**src/rtl/uart_cmd_decoder_pkg.sv**
```systemverilog
// Shared definitions for the UART command framer: opcodes, wire-protocol
// command bytes, FSM state encoding and the error-pulse bundle.
package uart_cmd_decoder_pkg;

   // Opcodes presented to the core on cmd_op
   localparam logic [1:0] OP_WRITE = 2'b01;
   localparam logic [1:0] OP_START = 2'b10;

   // CMD byte values as they appear on the wire
   localparam logic [7:0] CMD_WRITE = 8'h01;
   localparam logic [7:0] CMD_START = 8'h02;

   typedef enum logic [2:0] {
      ST_IDLE     = 3'd0,
      ST_GET_CMD  = 3'd1,
      ST_GET_ADDR = 3'd2,
      ST_GET_DATA = 3'd3,
      ST_GET_CHK  = 3'd4,
      ST_ISSUE    = 3'd5
   } state_t;

   typedef struct packed {
      logic chk;
      logic op;
      logic ovr;
      logic to;
   } err_t;

   // True while a frame is partially received (inter-byte timer runs)
   function automatic logic is_get_state(input state_t s);
      return (s == ST_GET_CMD) || (s == ST_GET_ADDR) ||
             (s == ST_GET_DATA) || (s == ST_GET_CHK);
   endfunction

endpackage

```
**src/rtl/uart_frame_timeout.sv**
```systemverilog
// Inter-byte timeout counter: cleared by clr_i, counts while en_i, and
// raises expire_o combinationally in the cycle the limit is reached.
module uart_frame_timeout #(
   parameter int TIMEOUT_CYC = 20000,
   parameter int TO_W        = 15
) (
   input  logic clk,
   input  logic rst,
   input  logic clr_i,
   input  logic en_i,
   output logic expire_o
);

   logic [TO_W-1:0] cnt_q, cnt_d;

   // Next count: clear has priority over counting
   always_comb begin
      cnt_d = cnt_q;
      if (clr_i)
         cnt_d = '0;
      else if (en_i)
         cnt_d = cnt_q + 1'b1;
   end

   // Counter register
   always_ff @(posedge clk or posedge rst) begin
      if (rst)
         cnt_q <= '0;
      else
         cnt_q <= cnt_d;
   end

   // A clear (incoming byte) in the limit cycle suppresses expiry
   assign expire_o = en_i & ~clr_i & (cnt_q == TO_W'(TIMEOUT_CYC - 1));

endmodule

```
**src/rtl/uart_cmd_decoder.sv**
```systemverilog
// Frames received UART bytes into SYNC/CMD/ADDR/DATA/CHK packets, validates
// them and issues WRITE/START commands over a valid/ready port.
module uart_cmd_decoder #(
   parameter int                DBITS       = 8,
   parameter logic [DBITS-1:0]  SYNC_BYTE   = 'hA5,
   parameter int                TIMEOUT_CYC = 20000,
   parameter int                TO_W        = 15
) (
   input  logic             clk,
   input  logic             reset,
   input  logic [DBITS-1:0] rx_data,
   input  logic             rx_done_tick,
   output logic             cmd_valid,
   input  logic             cmd_ready,
   output logic [1:0]       cmd_op,
   output logic [DBITS-1:0] cmd_addr,
   output logic [DBITS-1:0] cmd_data,
   output logic             err_chk,
   output logic             err_op,
   output logic             err_ovr,
   output logic             err_to
);

   import uart_cmd_decoder_pkg::*;

   state_t           state_q, state_d;
   logic [DBITS-1:0] cmd_q, addr_q, data_q;
   logic [1:0]       op_q, op_d;
   err_t             err_q, err_d;
   logic             lat_cmd, lat_addr, lat_data;
   logic             to_en, to_clr, to_expire;

   // Timer runs only mid-frame; any byte restarts the gap measurement
   assign to_en  = is_get_state(state_q);
   assign to_clr = rx_done_tick | ~to_en;

   uart_frame_timeout #(
      .TIMEOUT_CYC (TIMEOUT_CYC),
      .TO_W        (TO_W)
   ) u_timeout (
      .clk      (clk),
      .rst      (reset),
      .clr_i    (to_clr),
      .en_i     (to_en),
      .expire_o (to_expire)
   );

   // State register
   always_ff @(posedge clk or posedge reset) begin
      if (reset)
         state_q <= ST_IDLE;
      else
         state_q <= state_d;
   end

   // Next state, field latch enables, opcode select and error events
   always_comb begin
      state_d  = state_q;
      op_d     = op_q;
      err_d    = '0;
      lat_cmd  = 1'b0;
      lat_addr = 1'b0;
      lat_data = 1'b0;
      case (state_q)
         ST_IDLE: begin
            if (rx_done_tick && rx_data == SYNC_BYTE)
               state_d = ST_GET_CMD;
         end
         ST_GET_CMD: begin
            if (rx_done_tick) begin
               lat_cmd = 1'b1;
               state_d = ST_GET_ADDR;
            end else if (to_expire) begin
               err_d.to = 1'b1;
               state_d  = ST_IDLE;
            end
         end
         ST_GET_ADDR: begin
            if (rx_done_tick) begin
               lat_addr = 1'b1;
               state_d  = ST_GET_DATA;
            end else if (to_expire) begin
               err_d.to = 1'b1;
               state_d  = ST_IDLE;
            end
         end
         ST_GET_DATA: begin
            if (rx_done_tick) begin
               lat_data = 1'b1;
               state_d  = ST_GET_CHK;
            end else if (to_expire) begin
               err_d.to = 1'b1;
               state_d  = ST_IDLE;
            end
         end
         ST_GET_CHK: begin
            if (rx_done_tick) begin
               if (rx_data != (cmd_q ^ addr_q ^ data_q)) begin
                  err_d.chk = 1'b1;
                  state_d   = ST_IDLE;
               end else if (cmd_q == DBITS'(CMD_WRITE)) begin
                  op_d    = OP_WRITE;
                  state_d = ST_ISSUE;
               end else if (cmd_q == DBITS'(CMD_START)) begin
                  op_d    = OP_START;
                  state_d = ST_ISSUE;
               end else begin
                  err_d.op = 1'b1;
                  state_d  = ST_IDLE;
               end
            end else if (to_expire) begin
               err_d.to = 1'b1;
               state_d  = ST_IDLE;
            end
         end
         ST_ISSUE: begin
            // A byte arriving now is lost, even if the command is taken this cycle
            if (rx_done_tick)
               err_d.ovr = 1'b1;
            if (cmd_ready)
               state_d = ST_IDLE;
         end
         default: state_d = ST_IDLE;
      endcase
   end

   // Frame field, opcode and error-pulse registers
   always_ff @(posedge clk or posedge reset) begin
      if (reset) begin
         cmd_q  <= '0;
         addr_q <= '0;
         data_q <= '0;
         op_q   <= '0;
         err_q  <= '0;
      end else begin
         if (lat_cmd)  cmd_q  <= rx_data;
         if (lat_addr) addr_q <= rx_data;
         if (lat_data) data_q <= rx_data;
         op_q  <= op_d;
         err_q <= err_d;
      end
   end

   // Outputs come straight from registers; valid is decoded from state
   always_comb begin
      cmd_valid = (state_q == ST_ISSUE);
      cmd_op    = op_q;
      cmd_addr  = addr_q;
      cmd_data  = data_q;
      err_chk   = err_q.chk;
      err_op    = err_q.op;
      err_ovr   = err_q.ovr;
      err_to    = err_q.to;
   end

endmodule

```
**config.mk**
```make
export PLATFORM = sky130hd
export DESIGN_NAME = uart_cmd_decoder
export DESIGN_NICKNAME = d
export VERILOG_FILES = /design/src/rtl/uart_cmd_decoder_pkg.sv /design/src/rtl/uart_frame_timeout.sv /design/src/rtl/uart_cmd_decoder.sv
export SDC_FILE = /design/constraint.sdc
export NUM_CORES = 1
export LEC_CHECK = 0
export ABC_AREA = 0
export BUFFER_PORTS_ARGS = -buffer_cell sky130_fd_sc_hd__buf_2
export CAP_MARGIN = 20
export CORE_UTILIZATION = 50
export DETAILED_ROUTE_END_ITERATION = 8
export PLACE_DENSITY = 0.77
export SLEW_MARGIN = 15
export SYNTH_ARGS = -nofsm -noshare
export SYNTH_HDL_FRONTEND = slang
export SYNTH_SLANG_ARGS = --single-unit
```
**constraint.sdc**
```tcl
create_clock -name clk -period 3.6 [get_ports clk]
set_input_delay 0.9 -clock clk [delete_from_list [all_inputs] [get_ports clk]]
set_output_delay 0.9 -clock clk [all_outputs]
set_load 0.01 [all_outputs]
```
==> impl_results.rst, run 1 <==
.. list-table::
   :header-rows: 1

   * - Metric
     - Value
   * - Overall power after layout
     - 0.00211 W
   * - Share of async-settable or async-resettable flops after synthesis
     - 100%
   * - Die Outline Area
     - 4940 µm²
   * - Final worst hold slack
     - 0.489 ns
   * - Final design instance area without fill
     - 2680 µm²
   * - Remaining routing DRC violations
     - 0
   * - Worst hold path type
     - reg -> reg
   * - Leading register cell type out of synthesis
     - sky130_fd_sc_hd__dfrtp_1
   * - Antenna violations before repair
     - 0
   * - Highest-delay cell along the critical path
     - sky130_fd_sc_hd__dfrtp_1
   * - Top cell type by total area after synthesis
     - sky130_fd_sc_hd__dfrtp_1
   * - Required time reported for the critical path endpoint
     - 2.70 ns
   * - Gate Count Post-Synth
     - 204
   * - Overall die width
     - 70.3 µm
   * - Clock sink count
     - 48
   * - Max Slew Vio Count
     - 0
   * - Layout cells sized above 1
     - 29.6%
   * - DPL Wire Length
     - 3030 µm
   * - Num ports
     - 35
   * - Effective utilization at floorplan
     - 52.8%
   * - Combined flip-flop and latch cell area
     - 1200 µm²
   * - Min cycle time layout
     - 2.26 ns
   * - Count of max-cap constraint violations
     - 0
   * - Overall via count from detail_route
     - 1618
   * - Die span in y
     - 70.3 µm
   * - Critical path endpoint category
     - output port
   * - Buffers from clock root to sink, at most
     - 2
   * - Cell Chain, Critical Path
     - nor2b_1 > nand2_1 > inv_1 > buf_2
   * - Fraction of synthesized cell area taken by the top area cell type
     - 51.6%
   * - Outcome
     - completed
   * - Maximum cell stage delay along the critical path
     - 0.49 ns
   * - Clock tree from TritonCTS
     - built
   * - Maximum clock frequency
     - 442 MHz
   * - Placed Area
     - 2550 µm²
   * - Syn avg cell area
     - 11.4 µm²
   * - Final Wtd Congestion
     - 0.778
   * - Critical path peak fanout
     - 8
   * - Nature of the critical path startpoint
     - flop
   * - Core area
     - 4410 µm²
   * - Critical path arrival
     - 1.36 ns
   * - Leakage power
     - 1.21 nW
   * - Count of flip-flops with a built-in enable after synthesis
     - 0
   * - Final hold violation count
     - 0
   * - Area of the multi-input gates
     - 1090 µm²
   * - Portion of the post-synthesis area used by sequential elements
     - 51.6%
   * - Synth Net Count
     - 217
   * - Routed wirelength normalized by instance count
     - 14.6 µm
   * - Number of warnings printed during yosys synthesis
     - 0
   * - Mean number of vias per cell
     - 5.48
   * - Combined global-route utilization of all metal layers
     - 19.4%
   * - Cell at the root of the clock tree
     - sky130_fd_sc_hd__clkbuf_8
   * - Pin count of the biggest net entering global routing
     - 49
   * - Port Buffer Count
     - 34
   * - Number of iterations in the first detailed-routing pass
     - 5
   * - Post-CTS sizing
     - 0
   * - Yosys reg bits
     - 48
   * - Number of filler cells placed in the layout
     - 362
   * - Final setup viols
     - 0
   * - CTS hold repair buffers
     - 0
   * - Global route overflow
     - 0
   * - Critical setup path kind
     - reg -> out
   * - H-tree levels
     - 2
   * - Post CTS Setup Buffer Count
     - 0
   * - Area growth from synthesis to layout
     - 15.2%
   * - Layout net count
     - 255
   * - Number of inserted diodes
     - 0
   * - Pin slew with the least headroom to its limit
     - 0.670 ns
   * - Clock slew at reported path FFs
     - 0.08 ns
   * - Final period util
     - 62.8%
   * - Normalized max-slew margin
     - 55.3%
   * - Unique cell type count in the Yosys netlist
     - 36
   * - Residual antenna-violating net count after detailed routing
     - 0
   * - Placement-stage worst setup slack
     - 1.28 ns
   * - Pwr per Cell Area
     - 785 nW/µm²
   * - Area of the mapped netlist
     - 2330 µm²
   * - Latest clock arrival within the worst-skew pair
     - 0.31 ns
   * - Row cnt
     - 24
   * - Dominant cells by area after synthesis
     - sky130_fd_sc_hd__dfrtp_1 52%, sky130_fd_sc_hd__mux2_2 12%, sky130_fd_sc_hd__xnor2_1 8.3%
   * - Vias in the first global route
     - 1577
   * - Number of CTS-inserted buffers
     - 5
   * - First DRT Iteration DRCs
     - 77
   * - Routed wire length
     - 4300 µm
   * - Least setup slack across all paths after layout
     - 1.34 ns
   * - Flop-to-flop setup slack
     - 1.85 ns
   * - Peak VDD IR
     - 441 µV
   * - Global-route wire length before repair
     - 7380 µm
   * - Sum of negative setup slack
     - 0 ns
   * - Unrepaired setup endpoints after global routing
     - no
   * - Clock Skews
     - 0.0107 ns
[report_power, final]
part	total, W	switching, W	internal, W	leakage [nW]
logic	0.000858	0.000437	0.000421	0.533
clock network	0.000385	0.000180	0.000206	0.0541
registers	0.000863	0.000165	0.000698	0.620
[cell usage in the layout (no fill, tap or decap), types with 5 or more instances in the layout]
cell type	synthesis	final
sky130_fd_sc_hd__dfrtp_1	48	48
sky130_fd_sc_hd__buf_2	1	34
sky130_fd_sc_hd__mux2_2	24	24
sky130_fd_sc_hd__nor2_1	22	22
sky130_fd_sc_hd__xnor2_1	22	22
sky130_fd_sc_hd__xor2_1	14	14
sky130_fd_sc_hd__nand2_1	11	11
sky130_fd_sc_hd__nand3_1	7	7
sky130_fd_sc_hd__inv_1	6	5
sky130_fd_sc_hd__clkbuf_8	0	5
[logic make-up (layout without fill, tap and decap cells)]
logic type / Yosys count / in the layout / share of synthesized area, %
AND/OR/NAND/NOR: 68 / 68 / 16.2
adder cells (fa/ha/maj): 1 / 1 / 0.537
buffers and inverters: 10 / 49 / 1.66
XOR/XNOR: 36 / 36 / 13.5
multiplexers: 24 / 24 / 11.6
AO/OA/AOI/OAI: 17 / 17 / 4.94
flip-flops: 48 / 48 / 51.6
[layer usage]
metal	wire length, µm	vias to the layer above	GRT usage, %	share of wire, %
met5	0	-	0	0
met4	63	0	8.00	1.5
met3	175	9	4.18	4.1
met2	1970	40	29.0	46
met1	2090	790	27.4	49
li1	-	779	-	-
[cell usage after synthesis (all sizes together), types with 3 or more instances]
master	count
xnor2	22
nor2	23
clkbuf	3
inv	6
nand3	7
xor2	14
nor2b	3
dfrtp	48
o21ai	3
nor4	4
nand4	4
mux2	24
nand2	11
a21oi	4
nor3	4
[worst paths after layout]
kind	start	end	cells past startpoint
max	state_q[0]$_DFFE_PP0P_	cmd_valid	4
min	cmd_op[0]$_DFFE_PP0P_	cmd_op[0]$_DFFE_PP0P_	1
max reg2reg	state_q[0]$_DFFE_PP0P_	cmd_op[1]$_DFFE_PP0P_	5
min reg2reg	cmd_op[0]$_DFFE_PP0P_	cmd_op[0]$_DFFE_PP0P_	1
max in group asynchronous	reset	cmd_q[3]$_DFFE_PP0P_	3
min in group asynchronous	reset	u_timeout.cnt_q[9]$_DFFE_PP0P_	2
[stage by stage]
step                      instances  util [%]
final                           295      60.8
after global routing            295      60.8
after CTS                       294      60.3
after detailed placement        286      57.7
after global placement          286      57.7
after floorplan                 204         -
[state kept, by name (all words and copies together), names as in the netlist]
signal / cells
u_timeout.cnt_q: 15
cmd_addr: 8
cmd_data: 8
cmd_q: 8
state_q: 3
cmd_op: 2
err_chk: 1
err_op: 1
err_ovr: 1
err_to: 1
[final cells by class]
class | instances | share of cell area, %
Clock buffer | 5 | 2.56
Clock inverter | 3 | 1.59
Inverter | 6 | 0.839
Multi-Input combinational cell | 146 | 40.7
Sequential cell | 48 | 44.8
Tap cell | 52 | 2.42
Timing Repair Buffer | 35 | 7.09
[critical path: cells and delay by family, from the launching register on]
family,cells,cell delay [ns]
and+or+nand+nor,2,0.38
DFF,1,0.49
buffers and inverters,2,0.19
Power figures use the tool's default switching activity.
==> run 2, diff against run 1 <==
- clock period: 3.6 -> 2.25 ns (I/O delays scaled with it)
==> run 2 against run 1 <==
  * Final area decreased by 0.14%
  * Sequential share of layout area increased by 0.063 points
  * Clock skew about the same
  * Sequential power increased by 60%
  * Critical path depth unchanged
  * Worst setup slack got worse by 1.1 ns
  * Die area unchanged
  * Total power increased by 57%
  * Global-route usage about the same
  * Critical endpoint unchanged
  * Largest power group is now combinational logic
==> impl_results.rst, run 2 (synthesized netlist as in run 1, its figures left out) <==
.. list-table::
   :header-rows: 1

   * - Metric
     - Value
   * - Antenna violations before repair
     - 0
   * - Clock sink count
     - 48
   * - Number of inserted diodes
     - 0
   * - Max Slew Vio Count
     - 0
   * - Final worst hold slack
     - 0.210 ns
   * - Final hold violation count
     - 0
   * - Maximum clock frequency
     - 507 MHz
   * - Critical path peak fanout
     - 8
   * - Final setup viols
     - 0
   * - End-of-flow core utilization
     - 60.7%
   * - Latest clock arrival within the worst-skew pair
     - 0.30 ns
   * - Vias in the first global route
     - 1510
   * - Source of the critical timing path
     - state_q[0]$_DFFE_PP0P_
   * - Sum of negative setup slack
     - 0 ns
   * - Required time reported for the critical path endpoint
     - 1.69 ns
   * - Buffers from clock root to sink, at most
     - 2
   * - Effective utilization at floorplan
     - 52.8%
   * - Placed Area
     - 2590 µm²
   * - DPL Wire Length
     - 3120 µm
   * - Most common cell after layout, fill and taps aside
     - sky130_fd_sc_hd__dfrtp_1
   * - Final period util
     - 87.6%
   * - Routed wire length
     - 4420 µm
   * - First DRT Iteration DRCs
     - 104
   * - Post-CTS sizing
     - 0
   * - Routed wirelength normalized by instance count
     - 14.8 µm
   * - Layout net count
     - 259
   * - Global-route wire length before repair
     - 7490 µm
   * - Die span in y
     - 70.3 µm
   * - Critical path arrival
     - 1.41 ns
   * - Layout cells sized above 1
     - 30.0%
   * - Die Outline Area
     - 4940 µm²
   * - Final Wtd Congestion
     - 0.791
   * - Overall die width
     - 70.3 µm
   * - Global route overflow
     - 0
   * - Outcome
     - completed
   * - Pin count of the biggest net entering global routing
     - 25
   * - Number of CTS-inserted buffers
     - 5
   * - Launching point of the worst reg2reg path
     - state_q[2]$_DFFE_PP0P_
   * - Unrepaired setup endpoints after global routing
     - no
   * - Final design instance area without fill
     - 2680 µm²
   * - Port Buffer Count
     - 34
   * - H-tree levels
     - 2
   * - Remaining routing DRC violations
     - 0
   * - Mean number of vias per cell
     - 5.46
   * - Area growth from synthesis to layout
     - 15.0%
   * - Residual antenna-violating net count after detailed routing
     - 0
   * - Core area
     - 4410 µm²
   * - Combined global-route utilization of all metal layers
     - 19.4%
   * - Reg-to-reg critical path endpoint
     - cmd_addr[4]$_DFFE_PP0P_
   * - Critical setup path kind
     - reg -> out
   * - Combined flip-flop and latch cell area
     - 1200 µm²
   * - Peak VDD IR
     - 680 µV
   * - Min cycle time layout
     - 1.97 ns
   * - CTS hold repair buffers
     - 0
   * - Cell at the root of the clock tree
     - sky130_fd_sc_hd__clkbuf_8
   * - Number of flip-flops in the largest register
     - 15
   * - Area of the multi-input gates
     - 1090 µm²
   * - Count of max-cap constraint violations
     - 0
   * - Number of filler cells placed in the layout
     - 364
   * - Pwr per Cell Area
     - 1230 nW/µm²
   * - Capturing element of the worst setup path
     - cmd_valid
   * - Critical path endpoint category
     - output port
   * - Normalized max-slew margin
     - 67.7%
   * - Number of iterations in the first detailed-routing pass
     - 4
   * - Worst hold path type
     - in -> async
   * - Leakage power
     - 1.21 nW
   * - Flop-to-flop setup slack
     - 0.53 ns
   * - Reg2Reg Depth
     - 4
   * - Top library cells by usage in the layout, fill and taps aside
     - 48 x sky130_fd_sc_hd__dfrtp_1, 34 x sky130_fd_sc_hd__buf_2, 24 x sky130_fd_sc_hd__mux2_2
   * - Pin slew with the least headroom to its limit
     - 0.484 ns
   * - Num ports
     - 35
   * - Post CTS Setup Buffer Count
     - 0
   * - Clock Skews
     - 0.0107 ns
   * - Nature of the critical path startpoint
     - flop
   * - Overall via count from detail_route
     - 1634
   * - Clock slew at reported path FFs
     - 0.08 ns
   * - Clock tree from TritonCTS
     - built
   * - Row cnt
     - 24
   * - Overall power after layout
     - 0.00331 W
   * - Most flop-heavy register
     - u_timeout.cnt_q
## run 2: cell count changes in the layout (fill, tap and decap cells not counted)
cell / delta
sky130_fd_sc_hd__o21ai_1: +1
sky130_fd_sc_hd__clkinv_2: -1
sky130_fd_sc_hd__clkbuf_1: +1
sky130_fd_sc_hd__o21ai_2: -1
sky130_fd_sc_hd__bufinv_16: -1
sky130_fd_sc_hd__clkbuf_8: +1
sky130_fd_sc_hd__buf_4: +5
sky130_fd_sc_hd__buf_12: -1
## run 2: layout make-up
| cell class | count | share of cell area [%] |
|---|---|---|
| flip-flops and latches | 48 | 44.8 |
| well taps | 52 | 2.43 |
| clock inverters | 1 | 0.280 |
| repair buffers | 39 | 7.75 |
| multi-input cells | 146 | 40.7 |
| inverters | 6 | 0.840 |
| clock buffers | 7 | 3.22 |
## run 2: per-stage QoR
stage / worst slack [ns] / instances
2_1_floorplan: 0.543 / 204
3_3_place_gp: 0.269 / 291
3_5_place_dp: 0.246 / 291
4_1_cts: 0.287 / 299
5_1_grt: 0.186 / 299
6_report: 0.279 / 299
## run 2: metal layers
layer	global-route usage [%]	part of all wire, %	vias to the layer above
met3	4.33	4.1	5
li1	-	-	788
met5	0	0	-
met2	29.1	47	39
met4	5.33	1.2	0
met1	28.2	48	802
## run 2: power by group
group	leakage (nW)	internal (W)	switching [W]
combinational	0.546	0.000685	0.000705
sequential	0.620	0.00112	0.000263
clock	0.0445	0.000250	0.000286
total	1.21	0.00205	0.00125
## run 2: worst max-delay path: stages (launching register included)
cell and delay, ns:
sky130_fd_sc_hd__dfrtp_1 0.51, sky130_fd_sc_hd__nor2b_1 0.27, sky130_fd_sc_hd__nand2_1 0.15, sky130_fd_sc_hd__inv_1 0.07, sky130_fd_sc_hd__buf_2 0.12
## run 2: worst min-delay path by stage
stage                                   end                    from  slack, ns  depth (start not counted)
global placement      cmd_op[0]$_DFFE_PP0P_   cmd_op[0]$_DFFE_PP0P_       0.48                          1
CTS                 cmd_addr[1]$_DFFE_PP0P_                   reset       0.22                          2
global route        cmd_data[4]$_DFFE_PP0P_                   reset       0.23                          2
floorplan            state_q[1]$_DFFE_PP0P_  state_q[2]$_DFFE_PP0P_       0.47                          1
detailed placement    cmd_op[0]$_DFFE_PP0P_   cmd_op[0]$_DFFE_PP0P_       0.48                          1
finish              cmd_data[2]$_DFFE_PP0P_                   reset       0.21                          2
